[src/rtl/fb_redirect_if.sv]
// fb_redirect_if
// Bundles the EX-stage resolve inputs and the fetch redirect / trap outputs of
// fb_redirect_ctrl.
//   master : pipeline side; drives EX operands, stall_in and exc_ack.
//   slave  : redirect controller; drives redir_*, flush, misalign_* and redir_cnt.
// Signals:
//   ex_valid, ex_opcode[4:0], ex_pc[31:0], ex_imm[31:0], ex_rs1[31:0], ex_br_taken
//   stall_in, exc_ack
//   redir_valid, redir_pc[31:0], flush, misalign_exc, misalign_addr[31:0],
//   redir_cnt[15:0]
interface fb_redirect_if;
    logic        ex_valid;
    logic [4:0]  ex_opcode;
    logic [31:0] ex_pc;
    logic [31:0] ex_imm;
    logic [31:0] ex_rs1;
    logic        ex_br_taken;
    logic        stall_in;
    logic        exc_ack;

    logic        redir_valid;
    logic [31:0] redir_pc;
    logic        flush;
    logic        misalign_exc;
    logic [31:0] misalign_addr;
    logic [15:0] redir_cnt;

    modport master (
        output ex_valid, ex_opcode, ex_pc, ex_imm, ex_rs1, ex_br_taken, stall_in, exc_ack,
        input  redir_valid, redir_pc, flush, misalign_exc, misalign_addr, redir_cnt
    );

    modport slave (
        input  ex_valid, ex_opcode, ex_pc, ex_imm, ex_rs1, ex_br_taken, stall_in, exc_ack,
        output redir_valid, redir_pc, flush, misalign_exc, misalign_addr, redir_cnt
    );
endinterface

[src/rtl/fb_redirect_ctrl.sv]
// fb_redirect_ctrl
// Resolves control transfers sitting in EX (taken branch, JAL, JALR), issues a
// registered one-cycle redirect to fetch, then holds flush for FLUSH_CYCLES
// cycles to squash IF/ID. A target with target[1:0] != 0 raises a
// misaligned-target exception that stays pending until exc_ack.
// Ports:
//   clk          pipeline clock, rising edge
//   rst          asynchronous active-high reset
//   bus (slave)  EX operands, stall_in, exc_ack in; redir_valid, redir_pc,
//                flush, misalign_exc, misalign_addr, redir_cnt out
// Parameters:
//   FLUSH_CYCLES  cycles flush stays high after a redirect (1..7)
//   RESET_PC      reset value of redir_pc
// All outputs come straight from flops.
module fb_redirect_ctrl #(
    parameter int unsigned FLUSH_CYCLES = 2,
    parameter logic [31:0] RESET_PC     = 32'h0000_0000
) (
    input  logic         clk,
    input  logic         rst,
    fb_redirect_if.slave bus
);

    if (FLUSH_CYCLES < 1 || FLUSH_CYCLES > 7) begin : gen_bad_flush_cycles
        $error("FLUSH_CYCLES must be in 1..7");
    end

    localparam logic [4:0] OpBranch = 5'b11000;
    localparam logic [4:0] OpJalr   = 5'b11001;
    localparam logic [4:0] OpJal    = 5'b11011;

    localparam logic [2:0] FcntInit = 3'(FLUSH_CYCLES);

    typedef enum logic [1:0] {
        StIdle,
        StFlush,
        StExc
    } state_e;

    state_e      state_q, state_d;
    logic [2:0]  fcnt_q, fcnt_d;
    logic        redir_valid_q, redir_valid_d;
    logic [31:0] redir_pc_q, redir_pc_d;
    logic        flush_q, flush_d;
    logic        exc_q, exc_d;
    logic [31:0] exc_addr_q, exc_addr_d;
    logic [15:0] cnt_q, cnt_d;

    logic        xfer;
    logic [31:0] target;
    logic        take;

    // Target computation. B/J immediates are halfword offsets, hence the
    // shift; JALR clears bit 0 of the byte-addressed sum.
    always_comb begin
        xfer   = 1'b0;
        target = 32'h0;
        case (bus.ex_opcode)
            OpBranch: begin
                xfer   = bus.ex_br_taken;
                target = bus.ex_pc + {bus.ex_imm[30:0], 1'b0};
            end
            OpJal: begin
                xfer   = 1'b1;
                target = bus.ex_pc + {bus.ex_imm[30:0], 1'b0};
            end
            OpJalr: begin
                xfer   = 1'b1;
                target = (bus.ex_rs1 + bus.ex_imm) & 32'hFFFF_FFFE;
            end
            default: begin
                xfer   = 1'b0;
                target = 32'h0;
            end
        endcase
    end

    // Requests are only honoured in IDLE; in FLUSH/EXC the EX slot holds a
    // squashed instruction.
    assign take = (state_q == StIdle) && bus.ex_valid && !bus.stall_in && xfer;

    always_comb begin
        state_d       = state_q;
        fcnt_d        = fcnt_q;
        redir_valid_d = redir_valid_q;
        redir_pc_d    = redir_pc_q;
        flush_d       = flush_q;
        exc_d         = exc_q;
        exc_addr_d    = exc_addr_q;
        cnt_d         = cnt_q;

        // A stall freezes everything, including a pending redir_valid pulse.
        if (!bus.stall_in) begin
            unique case (state_q)
                StIdle: begin
                    redir_valid_d = 1'b0;
                    flush_d       = 1'b0;
                    if (take) begin
                        if (target[1:0] == 2'b00) begin
                            redir_valid_d = 1'b1;
                            redir_pc_d    = target;
                            flush_d       = 1'b1;
                            fcnt_d        = FcntInit;
                            cnt_d         = (cnt_q == 16'hFFFF) ? cnt_q : cnt_q + 16'd1;
                            state_d       = (FLUSH_CYCLES == 1) ? StIdle : StFlush;
                        end else begin
                            exc_d      = 1'b1;
                            exc_addr_d = target;
                            flush_d    = 1'b1;
                            state_d    = StExc;
                        end
                    end
                end
                StFlush: begin
                    redir_valid_d = 1'b0;
                    flush_d       = 1'b1;
                    fcnt_d        = fcnt_q - 3'd1;
                    if (fcnt_q == 3'd1) begin
                        flush_d = 1'b0;
                        state_d = StIdle;
                    end
                end
                StExc: begin
                    if (bus.exc_ack) begin
                        exc_d   = 1'b0;
                        flush_d = 1'b0;
                        state_d = StIdle;
                    end
                end
                default: begin
                    state_d = StIdle;
                end
            endcase
        end
    end

    always_ff @(posedge clk or posedge rst) begin
        if (rst) begin
            state_q       <= StIdle;
            fcnt_q        <= 3'd0;
            redir_valid_q <= 1'b0;
            redir_pc_q    <= RESET_PC;
            flush_q       <= 1'b0;
            exc_q         <= 1'b0;
            exc_addr_q    <= 32'h0;
            cnt_q         <= 16'h0;
        end else begin
            state_q       <= state_d;
            fcnt_q        <= fcnt_d;
            redir_valid_q <= redir_valid_d;
            redir_pc_q    <= redir_pc_d;
            flush_q       <= flush_d;
            exc_q         <= exc_d;
            exc_addr_q    <= exc_addr_d;
            cnt_q         <= cnt_d;
        end
    end

    assign bus.redir_valid   = redir_valid_q;
    assign bus.redir_pc      = redir_pc_q;
    assign bus.flush         = flush_q;
    assign bus.misalign_exc  = exc_q;
    assign bus.misalign_addr = exc_addr_q;
    assign bus.redir_cnt     = cnt_q;

endmodule

[src/flat_wrapper.sv]
// flat-port wrapper written by rule: the top's interface ports become plain ports
module fb_redirect_ctrl_flat 
#(
    parameter int unsigned FLUSH_CYCLES = 2,
    parameter logic [31:0] RESET_PC     = 32'h0000_0000
)
  (clk, rst, bus_ex_valid, bus_ex_opcode, bus_ex_pc, bus_ex_imm, bus_ex_rs1, bus_ex_br_taken, bus_stall_in, bus_exc_ack, bus_redir_valid, bus_redir_pc, bus_flush, bus_misalign_exc, bus_misalign_addr, bus_redir_cnt);
  fb_redirect_if bus_i ();
  input  logic clk;
  input  logic rst;
  input wire logic [$bits(bus_i.ex_valid)-1:0] bus_ex_valid;
  input wire logic [$bits(bus_i.ex_opcode)-1:0] bus_ex_opcode;
  input wire logic [$bits(bus_i.ex_pc)-1:0] bus_ex_pc;
  input wire logic [$bits(bus_i.ex_imm)-1:0] bus_ex_imm;
  input wire logic [$bits(bus_i.ex_rs1)-1:0] bus_ex_rs1;
  input wire logic [$bits(bus_i.ex_br_taken)-1:0] bus_ex_br_taken;
  input wire logic [$bits(bus_i.stall_in)-1:0] bus_stall_in;
  input wire logic [$bits(bus_i.exc_ack)-1:0] bus_exc_ack;
  output wire logic [$bits(bus_i.redir_valid)-1:0] bus_redir_valid;
  output wire logic [$bits(bus_i.redir_pc)-1:0] bus_redir_pc;
  output wire logic [$bits(bus_i.flush)-1:0] bus_flush;
  output wire logic [$bits(bus_i.misalign_exc)-1:0] bus_misalign_exc;
  output wire logic [$bits(bus_i.misalign_addr)-1:0] bus_misalign_addr;
  output wire logic [$bits(bus_i.redir_cnt)-1:0] bus_redir_cnt;
  assign bus_i.ex_valid = bus_ex_valid;
  assign bus_i.ex_opcode = bus_ex_opcode;
  assign bus_i.ex_pc = bus_ex_pc;
  assign bus_i.ex_imm = bus_ex_imm;
  assign bus_i.ex_rs1 = bus_ex_rs1;
  assign bus_i.ex_br_taken = bus_ex_br_taken;
  assign bus_i.stall_in = bus_stall_in;
  assign bus_i.exc_ack = bus_exc_ack;
  assign bus_redir_valid = bus_i.redir_valid;
  assign bus_redir_pc = bus_i.redir_pc;
  assign bus_flush = bus_i.flush;
  assign bus_misalign_exc = bus_i.misalign_exc;
  assign bus_misalign_addr = bus_i.misalign_addr;
  assign bus_redir_cnt = bus_i.redir_cnt;
  fb_redirect_ctrl #(.FLUSH_CYCLES(FLUSH_CYCLES), .RESET_PC(RESET_PC)) u_core (.clk(clk), .rst(rst), .bus(bus_i));
endmodule
[config.mk]
export PLATFORM = sky130hd
export DESIGN_NAME = fb_redirect_ctrl_flat
export DESIGN_NICKNAME = d
export VERILOG_FILES = /design/src/rtl/fb_redirect_if.sv /design/src/rtl/fb_redirect_ctrl.sv /design/src/flat_wrapper.sv
export SDC_FILE = /design/constraint.sdc
export NUM_CORES = 1
export LEC_CHECK = 0
export CAP_MARGIN = 40
export CORE_MARGIN = 2
export CORE_UTILIZATION = 45
export CTS_CLUSTER_DIAMETER = 40
export DETAILED_ROUTE_END_ITERATION = 12
export PLACE_DENSITY = 0.75
export SLEW_MARGIN = 20
export SYNTH_ARGS = -nofsm -noshare
export SYNTH_HDL_FRONTEND = slang
export SYNTH_SLANG_ARGS = --single-unit
export TNS_END_PERCENT = 30
[constraint.sdc]
create_clock -name clk -period 7 [get_ports clk]
set_clock_uncertainty 0.1 [all_clocks]
set_input_delay 0.7 -clock clk [delete_from_list [all_inputs] [get_ports clk]]
set_output_delay 0.7 -clock clk [all_outputs]
set_load 0.005 [all_outputs]
==> results of run 1 <==
-- per-layer routing --
layer  vias to the layer above  routed length, um
met4                         0                306
met1                      3559              10400
li1                       3632                  -
met3                        17               1520
met2                       306              10100
met5                         -                  0
-- synthesized netlist by cell type (21+ instances only) --
cell        n  area share [%]
dfrtp_1    88              30
nand2_1   110             5.6
nand3_1    21             1.4
xnor2_1    41             4.8
clkbuf_1   27             1.4
inv_1      28             1.4
a21o_1     35             3.5
nor2_1     55             2.8
ha_1       67              11
a21oi_1    68             4.6
o21ai_0    87             5.9
-- placed cells by master (no fill, tap or decap), types with 16 or more instances in the layout --
cell | netlist | final
nand2_1 | 110 | 110
inv_1 | 28 | 27
nor2_1 | 55 | 55
xnor2_1 | 41 | 41
nand3_1 | 21 | 21
o21ai_0 | 87 | 87
a22oi_1 | 16 | 16
a21oi_1 | 68 | 68
ha_1 | 67 | 67
and3_1 | 20 | 20
clkdlybuf4s50_1 | 0 | 189
xor2_1 | 20 | 20
dfrtp_1 | 88 | 88
a31oi_1 | 16 | 16
a21o_1 | 35 | 35
-- report_power, final --
group	switching, mW	internal, mW	total [mW]	leakage (nW)
registers	0.0357	0.551	0.587	1.19
clock network	0.184	0.330	0.513	0.159
logic	0.320	0.298	0.618	2.90
total	0.539	1.18	1.72	4.25
-- worst max-delay path by stage --
stage,end,cells after the start
2_1_floorplan,u_core.bus.flush$_DFFE_PP0P_,1
3_3_place_gp,u_core.bus.misalign_addr[29]$_DFFE_PP0P_,8
3_5_place_dp,u_core.bus.misalign_addr[29]$_DFFE_PP0P_,8
4_1_cts,u_core.bus.misalign_addr[29]$_DFFE_PP0P_,8
5_1_grt,u_core.bus.redir_cnt[6]$_DFFE_PP0P_,10
6_report,u_core.bus.redir_cnt[6]$_DFFE_PP0P_,10
-- critical path, stage by stage --
cell	delay, ns
clkdlybuf4s50_1	0.58
inv_1	0.09
fa_1	0.60
o22ai_2	0.16
nor4_4	0.47
buf_6	0.22
o21a_1	0.18
nand4_1	0.28
nor2_1	0.23
xor2_1	0.21
-- per-stage QoR --
step | util (%) | instances | cell area, um2 | worst slack [ns] | hold slack, ns
global placement | 59.2 | 1266 | 9470 | 3.01 | 0.363
global route | 61.5 | 1284 | 9840 | 3.17 | 0.412
finish | 61.5 | 1284 | 9840 | 3.41 | 0.374
detailed placement | 59.5 | 1268 | 9510 | 3.01 | 0.371
CTS | 61.5 | 1283 | 9830 | 3.31 | 0.384
floorplan | - | 892 | 7420 | 3.92 | 0.366
-- logic make-up (layout without fill, tap and decap cells) --
kind of cell | Yosys count | count (layout) | synth area share [%]
buffers and inverters | 64 | 240 | 3.44
xor gates and xnor gates | 61 | 61 | 7.20
muxes | 6 | 6 | 0.810
adders and majority gates | 69 | 69 | 11.8
DFF | 88 | 88 | 29.7
and+or+nand+nor | 294 | 294 | 19.8
AOI/OAI and AO/OA | 310 | 310 | 27.2
-- cell type report --
cell class / count / area (um2) / share of cell area [%]
clock buffers: 12 / 256 / 2.61
clock inverters: 3 / 65.1 / 0.661
flip-flops and latches: 88 / 2200 / 22.4
repair buffers: 197 / 1970 / 20.1
multi-input cells: 740 / 4970 / 50.5
inverters: 28 / 106 / 1.08
well taps: 216 / 270 / 2.75
-- state kept, by name, summed over array words and instances (netlist names) --
name	flops
u_core.state_q	2
u_core.bus.flush	1
u_core.bus.misalign_addr	32
u_core.bus.redir_pc	32
u_core.bus.redir_cnt	16
u_core.fcnt_q	3
u_core.bus.redir_valid	1
u_core.bus.misalign_exc	1
==> impl_metrics.py, run 1 <==
metrics = {
    "outcome": {
        "outcome": "completed",
    },
    "critical_path": {
        "critical_path_required_ns": 7.14,
        "reg2reg_slack_ns": 4.00,
        "startpoint_type": "input pin",
        "critPathMaxFanout": 10,
        "r2r-end": "u_core.bus.misalign_addr[29]$_DFFE_PP0P_",
        "crit-reg2reg-launch": "u_core.state_q[0]$_DFFE_PP0P_",
        "r2r_cells": 10,
        "cp-end-kind": "flop",
        "crit_arrival_ns": 3.73,
        "critPathKind": "input pin to flop",
        "crit_path_start": "bus_ex_imm[1]",
    },
    "synthesis": {
        "synth_area_um2": 7420,
        "yosys_warnings": 0,
        "syn_avg_cell_area_um2": 8.31,
        "synth_seq_cells": 88,
        "syn_nets": 1068,
        "ys_seq_area_share_pct": 29.7,
        "syn_inst": 892,
        "synth.distinct_cells": 74,
        "synthFlopType": "dfrtp_1",
        "async_flop_share_pct": 100,
        "synth_edf_count": 0,
    },
    "timing": {
        "min_period_ns": 3.59,
        "finalSetupViolCount": 0,
        "fin_tns_setup_ns": 0,
        "maxSlewViolCount": 0,
        "maxSlewHeadroom_pct": 46.8,
        "tightest_slew_ns": 0.798,
        "fmax_ghz": 0.278,
        "grt_setup_unrepaired": "false",
        "hold_viol": 0,
        "period_share_pct": 51.3,
    },
    "drt": {
        "drt_wl_total_um": 22400,
        "drcViolationCount": 0,
        "wl_per_cell_um": 17.5,
        "final_antenna_net_count": 0,
        "via_count": 7514,
        "routed_via_density": 5.85,
        "drt_iter0_markers": 659,
        "drtPass1Iterations": 5,
    },
    "worst_hold_path": {
        "min_from": "u_core.bus.redir_pc[4]$_DFFE_PP0P_",
        "hold_class": "flop to flop",
        "min_delay_path_depth": 2,
        "holdPathEnd": "u_core.bus.redir_pc[4]$_DFFE_PP0P_",
    },
    "cts": {
        "post_cts_buffers": 0,
        "cts_hold_buf": 0,
        "clk_pin_slew_ns": 0.06,
        "cts_buffer_depth": 2,
        "cts-root-buf": "clkbuf_16",
        "cts_buffers": 9,
        "clock_sinks": 88,
        "cts_tree": "done",
        "cts_max_level": 3,
        "cts-resized-gates": 0,
        "clk_latency_ns": 0.33,
    },
    "floorplanning": {
        "io_pins": 190,
        "coreArea_um2": 16000,
        "fp-row-count": 46,
        "start_util_pct": 46.3,
        "dieHeight_um": 132,
        "fp.dieArea_um2": 17500,
        "die_w_um": 132,
    },
    "layout": {
        "nNetsFinal": 1240,
        "drive_gt1_share_pct": 4.49,
        "fill_cells": 1428,
        "diodes": 0,
        "area_growth_pct": 32.7,
    },
    "pwr": {
        "cellPowerDensity_nw_per_um2": 175,
        "total_leakage_power_nw": 4.25,
        "finalPower_mw": 1.72,
        "ir_drop_mv": 0.132,
    },
    "grt": {
        "grt_max_degree": 48,
        "overflow": 0,
        "first_global_vias": 7035,
        "gr-usage-met3_pct": 3.27,
        "antenna_found_initial": 0,
        "grt_first_pass_wirelength_um": 36400,
        "grt_busiest_layer": "met2",
        "grt_usage_pct": 25.4,
        "gr-usage-met2_pct": 40.5,
        "met1_usage_pct": 36.8,
    },
    "placed_design": {
        "dp_hpwl_um": 17700,
        "gp_congestion": 0.950,
        "io_buffers": 189,
    },
    "run": {
        "cap_violations": 0,
    },
}
(Power assumes the default switching activity.)
==> run 2, diff against run 1 <==
==> constraint.sdc (replaced) <==
create_clock -name clk -period 3.8 [get_ports clk]
set_clock_uncertainty 0.1 [all_clocks]
set_input_delay 0.38 -clock clk [delete_from_list [all_inputs] [get_ports clk]]
set_output_delay 0.38 -clock clk [all_outputs]
set_load 0.005 [all_outputs]
==> run 2 against run 1 <==
Global-route usage about the same. Combinational power up 84%. Worst setup slack got worse by 2.8 ns. Core utilization barely moved. First-iteration DRC count is 11% higher. Non-clock buffer count rose by 6. Sequential power rose by 84%. Cell area about the same. Clock-buffer cell count is 1 lower. Via count decreased by 0.37%.
==> impl_metrics.py, run 2 (same netlist as run 1, synthesis figures left out) <==
metrics = {
    "outcome": {
        "outcome": "completed",
    },
    "timing": {
        "finalSetupViolCount": 0,
        "hold_viol": 0,
        "fin_tns_setup_ns": 0,
        "period_share_pct": 83.8,
        "min_period_ns": 3.18,
        "tightest_slew_ns": 0.796,
        "grt_setup_unrepaired": "false",
        "whs_ns": 0.351,
        "maxSlewHeadroom_pct": 46.7,
        "maxSlewViolCount": 0,
        "fmax_ghz": 0.314,
    },
    "critical_path": {
        "critical_path_required_ns": 3.91,
        "critPathKind": "input pin to flop",
        "startpoint_type": "input pin",
        "critPathMaxFanout": 3,
        "cp-end-kind": "flop",
        "crit_arrival_ns": 3.29,
    },
    "layout": {
        "post-route-cell-area_um2": 9840,
        "drive_gt1_share_pct": 5.21,
        "nNetsFinal": 1246,
        "fill_cells": 1455,
        "area_growth_pct": 32.7,
        "diodes": 0,
        "layout_commonest_cell": "clkdlybuf4s50_1",
        "utilization_pct": 61.5,
        "layout_common_cells": "clkdlybuf4s50_1, nand2_1, dfrtp_1",
    },
    "floorplanning": {
        "coreArea_um2": 16000,
        "fp-row-count": 46,
        "start_util_pct": 46.3,
        "die_w_um": 132,
        "io_pins": 190,
        "fp.dieArea_um2": 17500,
        "dieHeight_um": 132,
    },
    "drt": {
        "wl_per_cell_um": 17.5,
        "drt_iter0_markers": 733,
        "drt_wl_total_um": 22500,
        "via_count": 7486,
        "routed_via_density": 5.80,
        "drtPass1Iterations": 5,
        "drcViolationCount": 0,
        "final_antenna_net_count": 0,
    },
    "cts": {
        "clock_sinks": 88,
        "clk_pin_slew_ns": 0.06,
        "cts-root-buf": "clkbuf_16",
        "cts_buffers": 9,
        "cts_max_level": 3,
        "clk_latency_ns": 0.34,
        "cts_tree": "done",
        "cts-resized-gates": 0,
        "cts_hold_buf": 0,
        "cts_buffer_depth": 2,
        "post_cts_buffers": 0,
    },
    "placed_design": {
        "gp_congestion": 0.962,
        "placement.cell_area_um2": 9550,
        "dp_hpwl_um": 18000,
        "io_buffers": 189,
    },
    "grt": {
        "antenna_found_initial": 0,
        "grt_busiest_layer": "met2",
        "gr-usage-met2_pct": 40.0,
        "met1_usage_pct": 36.2,
        "gr-usage-met3_pct": 3.77,
        "overflow": 0,
        "grt_usage_pct": 25.4,
        "grt_max_degree": 89,
        "grt_first_pass_wirelength_um": 36100,
        "first_global_vias": 7096,
    },
    "run": {
        "cap_violations": 0,
    },
    "pwr": {
        "total_leakage_power_nw": 4.26,
        "finalPower_mw": 3.04,
        "cellPowerDensity_nw_per_um2": 309,
        "ir_drop_mv": 0.254,
    },
    "worst_hold_path": {
        "hold_class": "input pin to async pin",
    },
}
run 2: cell types whose count changed in the layout (fill, tap and decap cells not counted):
cell | before | now
clkinv_2 | 2 | 4
buf_16 | 1 | 0
buf_12 | 0 | 1
clkinv_4 | 0 | 1
clkbuf_1 | 1 | 0
clkinvlp_4 | 0 | 1
clkbuf_2 | 1 | 0
bufinv_16 | 2 | 0
buf_6 | 1 | 0
buf_4 | 5 | 13
run 2: routing by layer:
metal	vias to the layer above	wire (um)
met5	-	0
met4	0	575
met3	40	1540
met2	323	10000
met1	3489	10400
li1	3634	-
run 2: worst max-delay path: stages:
cell and delay [ns]:
clkdlybuf4s50_1 0.46, ha_1 0.27, fa_1 0.41, a21oi_1 0.28, o211a_1 0.24, or3_1 0.18, a21oi_1 0.11, o21a_1 0.20
or3_1 0.30, a32oi_1 0.32, o21ai_0 0.13
run 2: final cells by class:
| type | count | area, um2 | share of cell area, % |
|---|---|---|---|
| Tap cell | 216 | 270 | 2.75 |
| Clock buffer | 11 | 253 | 2.57 |
| Multi-Input combinational cell | 740 | 4970 | 50.5 |
| Sequential cell | 88 | 2200 | 22.4 |
| Clock inverter | 5 | 31.3 | 0.318 |
| Inverter | 28 | 106 | 1.08 |
| Timing Repair Buffer | 203 | 2010 | 20.4 |
run 2: metrics by stage:
step | instances | setup WS, ns
finish | 1291 | 0.616
floorplan | 892 | 1.04
detailed placement | 1275 | 0.342
global route | 1291 | 0.406
CTS | 1291 | 0.676
global placement | 1275 | 0.388
run 2: power breakdown:
part / internal, mW / total (mW) / switching [mW]
Combinational: 0.550 / 1.14 / 0.587
Clock: 0.476 / 0.828 / 0.352
Sequential: 1.02 / 1.08 / 0.0610
run 2: worst paths after layout:
check | start | end | slack [ns] | cells past startpoint
min in group clk | u_core.bus.redir_valid$_DFFE_PP0P_ | u_core.bus.redir_valid$_DFFE_PP0P_ | 0.38 | 2
setup / recovery | bus_ex_imm[0] | u_core.bus.redir_pc[23]$_DFFE_PP0P_ | 0.62 | 11
max in group asynchronous | rst | u_core.bus.misalign_addr[25]$_DFFE_PP0P_ | 2.87 | 3
hold reg to reg | u_core.bus.redir_valid$_DFFE_PP0P_ | u_core.bus.redir_valid$_DFFE_PP0P_ | 0.38 | 2
setup reg to reg | u_core.state_q[0]$_DFFE_PP0P_ | u_core.bus.misalign_addr[25]$_DFFE_PP0P_ | 1.27 | 9
hold / removal | rst | u_core.bus.redir_cnt[10]$_DFFE_PP0P_ | 0.35 | 3
==> run 3, diff against run 2 <==
--- a/config.mk
+++ b/config.mk
@@ -10,7 +10,7 @@
 export CORE_UTILIZATION = 45
 export CTS_CLUSTER_DIAMETER = 40
 export DETAILED_ROUTE_END_ITERATION = 12
-export PLACE_DENSITY = 0.75
+export PLACE_DENSITY = 0.78
 export SLEW_MARGIN = 20
 export SYNTH_ARGS = -nofsm -noshare
 export SYNTH_HDL_FRONTEND = slang
==> constraint.sdc (replaced) <==
create_clock -name clk -period 2.73 [get_ports clk]
set_clock_uncertainty 0.1 [all_clocks]
set_input_delay 0.273 -clock clk [delete_from_list [all_inputs] [get_ports clk]]
set_output_delay 0.273 -clock clk [all_outputs]
set_load 0.005 [all_outputs]
==> run 3 against run 2 <==
Sequential share of layout area down 3.3 points. Critical path depth did not move. Total power rose by 52%. Die area stayed put. Clock-buffer cell count down 2. First-iteration DRC count up 1.2%. Clock power rose by 34%. Global-route usage rose by 2.9 points. Non-clock buffer count grew 160. Sequential power increased by 40%. Flip-flop and latch count stayed put. Critical path type unchanged. Largest power group unchanged.
==> impl_metrics.py, run 3 (same netlist as run 1, synthesis figures left out) <==
metrics = {
    "outcome": {
        "outcome": "completed",
    },
    "timing": {
        "grt_setup_unrepaired": "true",
        "hold_viol": 0,
        "maxSlewViolCount": 0,
        "finalSetupViolCount": 0,
        "min_period_ns": 2.69,
        "maxSlewHeadroom_pct": 68.8,
        "fmax_ghz": 0.372,
        "tightest_slew_ns": 0.467,
        "whs_ns": 0.158,
        "period_share_pct": 98.4,
    },
    "critical_path": {
        "startpoint_type": "input pin",
        "crit_arrival_ns": 2.80,
        "crit-reg2reg-launch": "u_core.state_q[0]$_DFFE_PP0P_",
        "cp-endpoint": "u_core.bus.redir_pc[25]$_DFFE_PP0P_",
        "reg2reg_slack_ns": 0.21,
        "crit_slowest_cell": "clkdlybuf4s50_1",
        "cp-end-kind": "flop",
        "crit_path_start": "bus_ex_imm[9]",
        "path_cells": "clkdlybuf4s50_1 > ha_1 > and3_1 > buf_4 > nand2_1 > o221a_2 > a21boi_0 > o221ai_1 > xnor2_1 > a22oi_2 > a21oi_1",
        "r2r-end": "u_core.bus.redir_pc[2]$_DFFE_PP0P_",
        "critPathKind": "input pin to flop",
        "slowest_delay_ns": 0.45,
        "critical_path_required_ns": 2.85,
        "r2r_cells": 7,
        "critPathMaxFanout": 4,
    },
    "layout": {
        "diodes": 0,
        "utilization_pct": 72.0,
        "layout_common_cells": "clkdlybuf4s50_1, buf_4, nand2_1",
        "area_growth_pct": 55.4,
        "nNetsFinal": 1406,
        "fill_cells": 1217,
        "finalNonFillerCells": 1451,
        "drive_gt1_share_pct": 23.1,
        "layout_commonest_cell": "clkdlybuf4s50_1",
    },
    "cts": {
        "clk_latency_ns": 0.34,
        "clk_pin_slew_ns": 0.06,
        "cts_tree": "done",
        "cts_buffers": 9,
        "cts_buffer_depth": 2,
        "cts_hold_buf": 0,
        "cts-root-buf": "clkbuf_16",
        "cts_max_level": 3,
        "clock_sinks": 88,
    },
    "drt": {
        "routed_via_density": 5.73,
        "via_count": 8310,
        "drt_iter0_markers": 742,
        "met3WireLength_um": 1820,
        "drcViolationCount": 0,
        "drtPass1Iterations": 7,
        "wl_per_cell_um": 17.5,
        "drt_wl_total_um": 25300,
        "final_antenna_net_count": 0,
        "met1Wirelength_um": 11000,
        "maxUsedRoutingLayer": "met4",
        "met2WireLength_um": 12000,
    },
    "placed_design": {
        "gp_congestion": 0.918,
        "io_buffers": 189,
        "dp_hpwl_um": 20200,
        "place_inst": 1430,
    },
    "floorplanning": {
        "die_w_um": 132,
        "fp.dieArea_um2": 17500,
        "dieHeight_um": 132,
        "fp-row-count": 46,
        "io_pins": 190,
        "start_util_pct": 46.3,
        "coreArea_um2": 16000,
    },
    "pwr": {
        "p_seq_share_pct": 32.7,
        "swShare_pct": 33.7,
        "cellPowerDensity_nw_per_um2": 400,
        "total_leakage_power_nw": 5.15,
        "cell_internal_pwr_mw": 3.06,
        "ir_drop_mv": 0.430,
        "power_switching_mw": 1.55,
        "combPwrFrac_pct": 43.2,
        "finalPower_mw": 4.61,
        "clkPwrFrac_pct": 24.2,
    },
    "grt": {
        "grt_max_degree": 63,
        "grt_usage_pct": 28.3,
        "antenna_found_initial": 0,
        "overflow": 0,
        "first_global_vias": 7924,
        "grt_first_pass_wirelength_um": 40400,
    },
    "worst_hold_path": {
        "hold_class": "input pin to async pin",
    },
    "run": {
        "cap_violations": 0,
    },
}
[run 3: cell types whose count changed in the layout (fill, tap and decap cells not counted), sizes merged]
| cell | before | now |
|---|---|---|
| clkdlybuf4s50 | 189 | 178 |
| dlymetal6s2s | 0 | 9 |
| buf | 14 | 174 |
| clkbuf | 11 | 9 |
| clkinv | 5 | 7 |
| dlygate4sd2 | 0 | 2 |
[run 3: worst min path at each step]
stage | start | to | slack (ns) | cells after the start
2_1_floorplan | bus_stall_in | u_core.bus.redir_valid$_DFFE_PP0P_ | 0.27 | 1
6_report | rst | u_core.bus.redir_cnt[2]$_DFFE_PP0P_ | 0.16 | 2
3_3_place_gp | u_core.bus.misalign_addr[16]$_DFFE_PP0P_ | u_core.bus.misalign_addr[16]$_DFFE_PP0P_ | 0.36 | 2
4_1_cts | rst | u_core.bus.redir_cnt[2]$_DFFE_PP0P_ | 0.17 | 2
3_5_place_dp | u_core.bus.misalign_addr[13]$_DFFE_PP0P_ | u_core.bus.misalign_addr[13]$_DFFE_PP0P_ | 0.37 | 2
5_1_grt | rst | u_core.bus.redir_cnt[2]$_DFFE_PP0P_ | 0.20 | 2
[run 3: repair_timing]
item                                    4_1_cts  5_1_grt
resized for setup                            28       73
endpoints found under the setup margin       32       51
pin swaps                                    14       38
setup buffers                                 1        4
endpoints found under the hold margin         0        0
[run 3: through the flow]
step	setup WS [ns]	instance area [um2]	setup TNS (ns)
2_1_floorplan	0.0784	7420	0
3_5_place_dp	-0.524	10800	-23.36
4_1_cts	-0.0270	11100	-0.0961
5_1_grt	-0.0678	11500	-0.343
3_3_place_gp	-0.501	10800	-20.07
6_report	0.0442	11500	0
[run 3: power by group through the flow]
stage          combinational (mW)  sequential (mW)  clock (mW)
2_1_floorplan               0.946             1.51           0
3_3_place_gp                 1.80             1.52           0
3_5_place_dp                 1.83             1.53           0
4_1_cts                      1.87             1.50        1.13
5_1_grt                      2.17             1.52        1.19
6_report                     1.99             1.51        1.11
[run 3: final cells by class]
type	count	area, um2	area share [%]
inverters	28	106	0.923
well taps	216	270	2.34
clock buffers	9	225	1.95
clock inverters	7	48.8	0.423
multi-input cells	740	5410	46.9
flip-flops and latches	88	2200	19.1
repair buffers	363	3270	28.4
[run 3: metal layers]
| layer | vias up | GRT usage (%) |
|---|---|---|
| met5 | - | 0 |
| met4 | 0 | 7.95 |
| met3 | 45 | 4.31 |
| met2 | 383 | 46.2 |
| met1 | 3924 | 39.0 |
| li1 | 3958 | - |
[run 3: critical path: cells and delay by family]
kind / cells / cell delay [ns]
buf+inv: 2 / 0.58
fa+ha+maj: 1 / 0.38
simple gates: 2 / 0.24
compound gates: 5 / 1.15
xor+xnor: 1 / 0.19
